===== src/rtl/ddr_deser_pkg.sv =====
// rtl/ddr_deser_pkg.sv - shared mode encodings and helpers for the dual-edge deserialiser
package ddr_deser_pkg;

  localparam logic [1:0] MODE_DDR  = 2'd0;
  localparam logic [1:0] MODE_RISE = 2'd1;
  localparam logic [1:0] MODE_FALL = 2'd2;
  localparam logic [1:0] MODE_RSVD = 2'd3;

  function automatic int clog2(input int value);
    int result;
    result = 0;
    while ((1 << result) < value) result++;
    return result;
  endfunction

endpackage


===== src/rtl/sync_fifo_fwft.sv =====
// rtl/sync_fifo_fwft.sv - single-clock first-word-fall-through FIFO with occupancy output
module sync_fifo_fwft import ddr_deser_pkg::*; #(
  parameter int WIDTH = 8,
  parameter int DEPTH = 4
) (
  input  logic                   clk,
  input  logic                   rst,
  input  logic                   push,
  input  logic [WIDTH-1:0]       push_data,
  input  logic                   pop,
  output logic [WIDTH-1:0]       head_data,
  output logic                   full,
  output logic                   empty,
  output logic [clog2(DEPTH):0]  level
);

  localparam int AW = clog2(DEPTH);
  localparam logic [AW:0] FULL_LEVEL = (AW + 1)'(DEPTH);

  logic [WIDTH-1:0] mem [DEPTH];
  logic [AW-1:0]    wr_ptr;
  logic [AW-1:0]    rd_ptr;
  logic [WIDTH-1:0] last_q;
  logic             do_push;
  logic             do_pop;

  assign empty   = (level == '0);
  assign full    = (level == FULL_LEVEL);
  assign do_pop  = pop && !empty;
  assign do_push = push && (!full || do_pop);

  // When empty the output shows the most recently popped word instead of a stale slot.
  assign head_data = empty ? last_q : mem[rd_ptr];

  always_ff @(posedge clk) begin
    if (do_push) mem[wr_ptr] <= push_data;
  end

  always_ff @(posedge clk) begin
    if (rst) begin
      wr_ptr <= '0;
      rd_ptr <= '0;
      level  <= '0;
      last_q <= '0;
    end else begin
      if (do_push) wr_ptr <= wr_ptr + AW'(1);
      if (do_pop) begin
        rd_ptr <= rd_ptr + AW'(1);
        last_q <= mem[rd_ptr];
      end
      case ({do_push, do_pop})
        2'b10:   level <= level + (AW + 1)'(1);
        2'b01:   level <= level - (AW + 1)'(1);
        default: level <= level;
      endcase
    end
  end

endmodule


===== src/rtl/ddr_deser_n.sv =====
// rtl/ddr_deser_n.sv - multi-channel dual-edge capture, word packing and buffered readout
module ddr_deser_n import ddr_deser_pkg::*; #(
  parameter int CH    = 4,
  parameter int W     = 8,
  parameter int DEPTH = 4
) (
  input  logic                   clk,
  input  logic                   rst,
  input  logic [CH-1:0]          d,
  input  logic                   en,
  input  logic [1:0]             mode,
  input  logic                   align,
  output logic [CH*W-1:0]        out_data,
  output logic                   out_valid,
  input  logic                   out_ready,
  output logic [clog2(DEPTH):0]  level,
  output logic                   ovf,
  output logic [7:0]             drop_cnt,
  input  logic                   clr_ovf
);

  localparam int CW = clog2(W + 1);
  localparam logic [CW-1:0] CNT_FULL = CW'(W);

  logic [1:0]             mode_eff;
  logic [1:0]             mode_q;
  logic                   restart;
  logic [CH-1:0]          rise_q;
  logic [CH-1:0]          fall_q;
  logic                   cap_q;
  logic [CH-1:0][W-1:0]   shift_q;
  logic [CH-1:0][W-1:0]   shift_nxt;
  logic [CW-1:0]          cnt_q;
  logic [CW-1:0]          cnt_inc;
  logic [CW-1:0]          cnt_sum;
  logic                   word_done;
  logic [CH*W-1:0]        word_flat;
  logic [CH*W-1:0]        word_q;
  logic                   word_v;
  logic                   fifo_full;
  logic                   fifo_empty;
  logic                   pop;
  logic                   drop;

  assign mode_eff = (mode == MODE_RSVD) ? MODE_DDR : mode;
  assign restart  = align || (mode_eff != mode_q);

  // Fall samples are always taken; cap_q decides whether they are ever used.
  always_ff @(negedge clk) begin
    fall_q <= d;
  end

  always_ff @(posedge clk) begin
    if (rst) begin
      rise_q <= '0;
      cap_q  <= 1'b0;
      mode_q <= mode_eff;
    end else begin
      cap_q  <= en && !restart;
      mode_q <= mode_eff;
      if (en) rise_q <= d;
    end
  end

  // Shifting right so the first captured bit ends up in the LSB of the word.
  always_comb begin
    cnt_inc   = (mode_q == MODE_DDR) ? CW'(2) : CW'(1);
    cnt_sum   = cnt_q + cnt_inc;
    word_done = cap_q && (cnt_sum == CNT_FULL);
    shift_nxt = shift_q;
    word_flat = '0;
    for (int c = 0; c < CH; c++) begin
      case (mode_q)
        MODE_RISE: shift_nxt[c] = W'({rise_q[c], shift_q[c]} >> 1);
        MODE_FALL: shift_nxt[c] = W'({fall_q[c], shift_q[c]} >> 1);
        default:   shift_nxt[c] = W'({fall_q[c], rise_q[c], shift_q[c]} >> 2);
      endcase
      word_flat[c*W +: W] = shift_nxt[c];
    end
  end

  always_ff @(posedge clk) begin
    if (rst) begin
      shift_q <= '0;
      cnt_q   <= '0;
      word_q  <= '0;
      word_v  <= 1'b0;
    end else begin
      word_v <= word_done && !restart;
      if (word_done && !restart) word_q <= word_flat;
      if (restart) begin
        shift_q <= '0;
        cnt_q   <= '0;
      end else if (cap_q) begin
        shift_q <= shift_nxt;
        cnt_q   <= word_done ? '0 : cnt_sum;
      end
    end
  end

  assign out_valid = !fifo_empty;
  assign pop       = out_valid && out_ready;
  assign drop      = word_v && fifo_full && !pop;

  always_ff @(posedge clk) begin
    if (rst) begin
      ovf      <= 1'b0;
      drop_cnt <= '0;
    end else if (clr_ovf) begin
      ovf      <= 1'b0;
      drop_cnt <= drop ? 8'd1 : 8'd0;
    end else if (drop) begin
      ovf <= 1'b1;
      if (drop_cnt != 8'hFF) drop_cnt <= drop_cnt + 8'd1;
    end
  end

  sync_fifo_fwft #(
    .WIDTH (CH * W),
    .DEPTH (DEPTH)
  ) u_fifo (
    .clk       (clk),
    .rst       (rst),
    .push      (word_v),
    .push_data (word_q),
    .pop       (pop),
    .head_data (out_data),
    .full      (fifo_full),
    .empty     (fifo_empty),
    .level     (level)
  );

endmodule


===== config.mk =====
export PLATFORM = sky130hd
export DESIGN_NAME = ddr_deser_n
export DESIGN_NICKNAME = d
export VERILOG_FILES = /design/src/rtl/ddr_deser_pkg.sv /design/src/rtl/sync_fifo_fwft.sv /design/src/rtl/ddr_deser_n.sv
export SDC_FILE = /design/constraint.sdc
export NUM_CORES = 1
export LEC_CHECK = 0
export CORE_MARGIN = 1
export CORE_UTILIZATION = 45
export DETAILED_ROUTE_END_ITERATION = 8
export MAX_ROUTING_LAYER = met4
export SLEW_MARGIN = 20
export SYNTH_ARGS = -nofsm -noshare
export SYNTH_HDL_FRONTEND = slang
export SYNTH_HIERARCHICAL = 1
export SYNTH_SLANG_ARGS = --single-unit

===== constraint.sdc =====
create_clock -name clk -period 3.85 [get_ports clk]
set_input_delay 0.77 -clock clk [delete_from_list [all_inputs] [get_ports clk]]
set_output_delay 0.77 -clock clk [all_outputs]
set_load 0.01 [all_outputs]

* Yosys cells after proc, flatten, opt, wreduce, memory -nomap -nowiden *
Memories as Yosys holds them, arrays and structs flattened. A register that Yosys moved wholly into a read port is not among the register bits.
Index checks and enable logic that the tools add are counted.

storage, ports and cells
  memory bits (writable) = 128
  bits in registers = 128
  output and inout port bits = 45
  input port bits = 12
  memories = 1
  word-level logic and storage cells = 72

operators by class
  multiplexer cells = 17
  reduce and logical (&&, ||, !) cells = 22
  eq/ne operators = 9
  add/subtract/negate cells = 6

memory list
  name        depth  bits a word  rd ports  clocked after Yosys merged registers in  write ports  line                  source
  u_fifo.mem  4      32           1         1                                        1            sync_fifo_fwft.sv:20  logic [WIDTH-1:0] mem [DEPTH];

operators by type and width
  operator             number
  $pmux 8 s2           4
  $mux 32              1
  $mux 8               3
  $add 8x1->8 const B  1
  $logic_and 1x1->1    8
  $mux 2               4
  $ne 8x8->1 const B   1
  $eq 2x2->1 const B   3
  $pmux 3 s2           1
  $reduce_bool 2->1    3
  $add 2x1->2 const B  2
  $add 4x2->4          1
  $eq 2x1->1 const B   2
  $eq 4x4->1 const B   1
  $logic_not 1->1      4
  $mux 4               1
  $reduce_or 2->1      2
  $add 3x1->3 const B  1
  $eq 3x3->1 const B   1
  $logic_not 3->1      1
  $mux 1               3
  $sub 3x1->3 const B  1
  $logic_not 2->1      1
  $logic_or 1x1->1     2
  other kinds (2)      2

* Depth between registers and ports, before layout *
Gate-level depths: netlist (run 1).

  word-level depth = 8
  gate-level depth with buffers = 12
  depth with buffers taken out = 10

* Hierarchy *
Netlist (run 1), hierarchy kept.

modules (own cells, without submodules)
  module          seq. area each (um^2)  area each (um^2)  times used  cells each
  sync_fifo_fwft  4664.5                 6636.4            1           400
  ddr_deser_n     1701.6                 3875.0            1           402

==> reports/metrics.yaml, run 1 <==
die:
  initial_core_util_pct: 46.15
  die_area_sq_mm: 0.02397
  die_w_um: 154.8
  rows: 55
  die_h_um: 154.8
  ios: 57
  fp.coreArea_sq_mm: 0.02278
layout:
  ff_latch_area_sq_mm: 0.006369
  nFillCells: 1859
  area_delta_synth_final_pct: 16.82
  final_nets: 872
  drive_above_1_share_pct: 19.43
  final_cell_mix: "128 x edfxtp_1, 124 x dfxtp_1, 69 x nand2_1, 68 x a21oi_1, 55 x clkdlybuf4s50_1"
  antenna_cells: 0
  multiInputGateArea_sq_mm: 0.003759
  final_common_cell: "edfxtp_1"
sta:
  post-route-period-util_pct: 89.50
  rsz0062_at_grt: "no"
  fin_hold_ws_ps: 451.0
  fin_setup_tns_ps: 0
  max_freq_mhz: 290.2
  worst_slack_ps: 404.1
  worst_slew_pin_slew_ps: 747.5
  hold_violations: 0
  fin_skew_ps: 52.20
  finalCriticalPeriod_ps: 3446
  drv_slew: 0
  maxSlewHeadroom_pct: 50.16
  setup_violations: 0
critical_path:
  worstPathArrival_ps: 2680
  start_kind: "register"
  endpoint_kind: "output pin"
  cp_max_fo: 23
  rr_startpoint: "u_fifo/level[0]$_SDFFE_PP0P_"
  critical_path_class: "register to output pin"
  required_ps: 3080
  worstSetupStartpoint: "u_fifo/level[0]$_SDFFE_PP0P_"
synthesis:
  synth-edff-count: 128
  synth_nets: 826
  yosysWarningCount: 6
  async_reset_ff_share_pct: 0
  dominantRegCellSynth: "edfxtp_1"
  synth_cell_type_count: 52
  synth_area_sq_mm: 0.01051
  ys_seq_area_share_pct: 60.56
  synth_area_leaders: "edfxtp_1 37%, dfxtp_1 24%, mux4_2 6.9%, a211oi_2 3.6%, mux2_2 3.5%"
  synth_seq_cells: 254
  synth_cells: 802
  yosysTopAreaCellShare_pct: 36.57
  synth_top_area_cell: "edfxtp_1"
  avgSynthCellArea_sq_um: 13.11
place:
  place_congestion: 0.7846
  port_buffers: 56
  pre_cts_slack_ps: 600.8
  dp_hpwl_mm: 12.92
power:
  power.switching_mw: 1.167
  internal-power_mw: 4.506
  comb_power_share_pct: 2.3
  p_per_area_mw_per_mm2: 462.0
  pwr-share-seq_pct: 49.8
  p_leak_nw: 4.264
  clockPowerShare_pct: 47.9
  peakVddDrop_mv: 0.3818
  switching_share_pct: 20.57
clock_network:
  insertion_delay_ps: 580
  cts_made_buffers: 28
  hold_buffers: 0
  cts_resized: 0
  cts.path.max_buffers: 3
  cts.sinks: 254
  postCtsSetupBuffers: 0
  clock-root-buffer: "clkbuf_16"
  htree_num_levels: 1
  cts_tree: "done"
  clkSlewWorstSetupHoldPaths_ps: 60
drt:
  firstDrtPassIters: 5
  num_vias: 6521
  wl_per_cell_um: 17.94
  drtIter0Drc: 386
  drc: 0
  viasPerCell: 5.512
  ant_nets: 0
  drt_wl_total_mm: 21.22
worst_hold_path:
  hp-start: "u_fifo/last_q[18]$_SDFFE_PP0P_"
  hold_class: "register to register"
global_route:
  grt_overflow_total: 0
  first_global_vias: 6646
  grt_max_degree: 62
  antenna_found_initial: 0
  globalRouteTotalUtil_pct: 18.95
  grt_pass1_wl_mm: 35.00
run_status:
  status: "finished, final reports clean"
run:
  max_cap_violations: 0
==> cell type report <==
| cell class | count | share of cell area [%] |
|---|---|---|
| clock buffers | 31 | 5.971 |
| multi-input cells | 468 | 30.61 |
| flip-flops and latches | 254 | 51.86 |
| clock inverters | 25 | 1.936 |
| inverters | 17 | 0.5197 |
| well taps | 313 | 3.189 |
| repair buffers | 75 | 5.910 |
==> synthesized netlist by cell type (17+ instances only) <==
master / n
mux4_2: 32
a211oi_1: 31
nand2_1: 69
a211oi_2: 30
a41oi_1: 32
inv_1: 17
clkbuf_1: 35
nor2b_1: 31
nor2_1: 52
a21oi_1: 68
mux2_2: 33
edfxtp_1: 128
dfxtp_1: 126
==> layer usage <==
metal  global-route usage [%]  vias up  share of wire, %
li1                         -     3109                 -
met2                    30.47      130                49
met3                    2.634       33               4.4
met5                        -        -                 0
met1                    25.07     3249                45
met4                    5.658        0               1.7
==> registers in the layout, indices dropped and copies added (netlist names), named ones only <==
name / cells
cap_q: 1
cnt_q: 4
drop_cnt: 8
fall_q: 4
mode_q: 2
ovf: 1
rise_q: 4
shift_q: 28
u_fifo/last_q: 32
u_fifo/level: 3
u_fifo/mem: 128
u_fifo/rd_ptr: 2
u_fifo/wr_ptr: 2
word_q: 32
word_v: 1
==> path summary, 6_finish.rpt <==
path                                                       end  slack [ps]  cells past startpoint
worst max-delay path                               out_data[5]         400                      4
worst min-delay path            u_fifo/last_q[18]$_SDFFE_PP0P_         450                      2
worst max register to register      u_fifo/mem[2][1]$_DFFE_PP_         900                      7
worst min register to register  u_fifo/last_q[18]$_SDFFE_PP0P_         450                      2
==> power groups by stage <==
stage                     combinational [mW]  sequential (mW)  clock, mW
after floorplan                       0.0864             2.88    0.00809
after global placement                 0.127             2.88    0.00809
after detailed placement               0.132             2.88    0.00809
after CTS                              0.133             2.83       2.78
after global routing                   0.146             2.83       2.89
final                                  0.132             2.83       2.71
==> critical path: stages (launching register included) <==
cell	delay [ps]
dfxtp_1	410
nor3_4	630
buf_12	260
mux2_2	350
clkdlybuf4s50_1	480
==> cell families after synthesis <==
group           after synthesis  share of synthesized area, %
flops                       254                         60.56
simple gates                193                         8.928
mux                          73                         11.17
buf+inv                      80                         3.738
fa+ha+maj                    12                         1.571
compound gates              182                         13.37
xor+xnor                      8                        0.6666
==> metrics by stage <==
step	util, %	cells	area [sq um]	total power, mW
CTS	53.91	1183	12280	5.736
floorplan	-	802	10510	2.977
detailed placement	49.66	1128	11310	3.025
finish	53.91	1183	12280	5.673
global placement	49.66	1128	11310	3.019
global route	53.91	1183	12280	5.864
No activity file was read; power rests on OpenSTA's default activity.
==> run 2, diff against run 1 <==
--- a/config.mk
+++ b/config.mk
@@ -5,6 +5,7 @@
 export SDC_FILE = /design/constraint.sdc
 export NUM_CORES = 1
 export LEC_CHECK = 0
+export ABC_AREA = 1
 export CORE_MARGIN = 1
 export CORE_UTILIZATION = 45
 export DETAILED_ROUTE_END_ITERATION = 8
==> run 2 against run 1 <==
  * Clock power down 7%
  * Clock skew grew 3.2 ps
  * Area after synthesis shrank 0.70%
  * Combinational power shrank 25%
  * Final cell count increased by 23%
  * Hold slack better by 14 ps
  * Critical path depth rose by 1
  * Design area decreased by 2.1%
  * First-iteration DRC count grew 56%
  * Sequential cell count did not move
  * Sequential share of layout area rose by 1.1 points
  * Maximum frequency grew 0.54%
  * Critical path type unchanged
  * Largest power group unchanged
==> reports/metrics.yaml, run 2 <==
critical_path:
  cpPeakStageDelay_ps: 570  # -60 ps
  cp_max_fo: 64  # +180%
  critical_path_class: "register to output pin"
  endpoint_kind: "output pin"
  worstPathArrival_ps: 2660  # -20 ps
  crit_chain: "inv_4 -> o21ai_0 -> o22a_1 -> o21ai_1 -> clkdlybuf4s50_1"
  start_kind: "register"
  slowest_stage: "clkdlybuf4s50_1"
  required_ps: 3080  # about the same
place:
  place_congestion: 0.8202  # +4.5%
  port_buffers: 56  # unchanged
  dp_hpwl_mm: 12.76  # -1.3%
  placedInstanceArea_sq_mm: 0.01115  # -1.4%
  place_inst: 1409  # +25%
die:
  rows: 55  # unchanged
  die_area_sq_mm: 0.02381  # -0.70%
  initial_core_util_pct: 45.96  # -0.19 points
  die_w_um: 154.3  # -0.35%
  die_h_um: 154.3  # -0.35%
  fp.coreArea_sq_mm: 0.02271  # -0.30%
  ios: 57  # unchanged
drt:
  viasPerCell: 5.079  # -7.9%
  firstDrtPassIters: 5  # unchanged
  ant_nets: 0  # unchanged
  drt_wl_total_mm: 21.43  # +0.97%
  drtIter0Drc: 601  # +56%
  num_vias: 7421  # +14%
  drc: 0  # unchanged
  wl_per_cell_um: 14.67  # -18%
synthesis:
  synth-edff-count: 128  # unchanged
  synth_cells: 1113  # +39%
  synth.most_common_cell: "nand2_1"
  avgSynthCellArea_sq_um: 9.378  # -28%
  dominantRegCellSynth: "edfxtp_1"
  synth_top_area_cell: "edfxtp_1"
  synth_nets: 1137  # +38%
  yosysTopAreaCellShare_pct: 36.83  # +0.26 points
  synth_area_leaders: "edfxtp_1 37%, dfxtp_1 24%, nand2_1 6.9%, nor2_1 5.9%, o21ai_0 5.8%"
  synth_area_sq_mm: 0.01044  # -0.70%
  ys_top_cells_by_count: "192 x nand2_1, 164 x nor2_1, 128 x edfxtp_1, 126 x dfxtp_1, 121 x o21ai_0"
  synth_seq_cells: 254  # unchanged
  yosysWarningCount: 6  # unchanged
  synth_cell_type_count: 31  # -40%
  async_reset_ff_share_pct: 0  # unchanged
  ys_seq_area_share_pct: 60.99  # +0.43 points
sta:
  post-route-period-util_pct: 89.02  # -0.48 points
  fin_setup_tns_ps: 0  # unchanged
  finalCriticalPeriod_ps: 3427  # -18.59 ps
  worst_slew_pin_slew_ps: 863.8  # +116.3 ps
  hold_violations: 0  # unchanged
  max_freq_mhz: 291.8  # +0.54%
  setup_violations: 0  # unchanged
  maxSlewHeadroom_pct: 42.06  # -8.1 points
  fin_skew_ps: 55.43  # +3.232 ps
  rsz0062_at_grt: "no"
  drv_slew: 0  # unchanged
run:
  max_cap_violations: 0  # unchanged
power:
  p_leak_nw: 4.511  # +5.8%
  p_per_area_mw_per_mm2: 453.6  # -1.8%
  peakVddDrop_mv: 0.3147  # -18%
clock_network:
  cts_resized: 0  # unchanged
  clkSlewWorstSetupHoldPaths_ps: 60  # about the same
  cts.path.max_buffers: 3  # unchanged
  cts.sinks: 254  # unchanged
  insertion_delay_ps: 560  # -20 ps
  htree_num_levels: 1  # unchanged
  cts_tree: "done"
  clock-root-buffer: "clkbuf_16"
  hold_buffers: 0  # unchanged
  postCtsSetupBuffers: 0  # unchanged
  cts_made_buffers: 27  # -3.6%
layout:
  largest_register_ffs: 128  # unchanged
  final_core_util_pct: 52.95  # -0.96 points
  regMostFlops: "u_fifo/mem"
  drive_above_1_share_pct: 6.378  # -13 points
  final_common_cell: "nand2_1"
  area_delta_synth_final_pct: 15.21
  reg_top3: "u_fifo/mem x128, u_fifo/last_q x32, word_q x32"
  stdcell_count: 1461  # +23%
  final_nets: 1180  # +35%
  antenna_cells: 0  # unchanged
  final_cell_mix: "192 x nand2_1, 160 x nor2_1, 128 x edfxtp_1, 125 x dfxtp_1, 121 x o21ai_0"
  stdcell_area_sq_mm: 0.01203  # -2.1%
global_route:
  first_global_vias: 6796  # +2.3%
  globalRouteTotalUtil_pct: 18.85  # -0.10 points
  grt_max_degree: 65  # +4.8%
  grt_pass1_wl_mm: 35.23  # +0.67%
  grt_overflow_total: 0  # unchanged
  antenna_found_initial: 0  # unchanged
run_status:
  status: "finished, final reports clean"
worst_hold_path:
  hold_class: "register to register"
[run 2: kinds of logic (layout without fill, tap and decap cells)]
family	after synthesis	count (layout)	share of synthesized area [%]
flops	254	254	60.99
buf+inv	165	228	7.157
fa+ha+maj	12	12	1.582
compound gates	285	285	15.16
simple gates	395	395	14.94
xor+xnor	2	2	0.1679
[run 2: metrics by stage]
step	hold WS [ps]	power [mW]	setup slack, ps
5_1_grt	483.0	5.644	217.8
2_1_floorplan	444.7	2.952	562.5
3_3_place_gp	453.1	2.987	620.1
3_5_place_dp	455.5	2.988	613.5
6_report	465.0	5.455	422.6
4_1_cts	465.2	5.506	418.0
[run 2: path summary, 6_finish.rpt]
path / slack [ps] / cells past startpoint / start / to
worst max-delay path: 420 / 5 / register / out_data[14]
worst max register to register: 950 / 4 / fall_q[0]$_DFF_N_ / word_q[7]$_SDFFE_PP0P_
worst min-delay path: 470 / 2 / shift_q[22]$_SDFFE_PP0P_ / shift_q[22]$_SDFFE_PP0P_
worst min register to register: 470 / 2 / shift_q[22]$_SDFFE_PP0P_ / shift_q[22]$_SDFFE_PP0P_
[run 2: report_power, final]
part	switching, mW	leakage [nW]	internal, mW
Combinational	0.0700	1.87	0.0287
Clock	1.03	0.442	1.50
Sequential	0.00342	2.20	2.82
Total	1.10	4.51	4.35
[run 2: routing by layer]
layer	share of wire, %	global-route usage [%]
met5	0	-
met4	1.4	4.102
met3	4.3	2.298
met2	43	28.18
met1	52	27.50
[run 2: final cells by class]
type / instances / area [sq um]
Clock buffer: 32 / 704.4
Clock inverter: 21 / 172.7
Fill cell: 2063 / 10680
Inverter: 101 / 381.6
Multi-Input combinational cell: 694 / 3334
Sequential cell: 254 / 6367
Tap cell: 285 / 356.6
Timing Repair Buffer: 74 / 708.2
[run 2: critical path, delay by kind of cell, from the launching register on]
kind / cells / cell delay [ps]
compound gates: 3 / 630
flops: 1 / 430
buf+inv: 2 / 1080
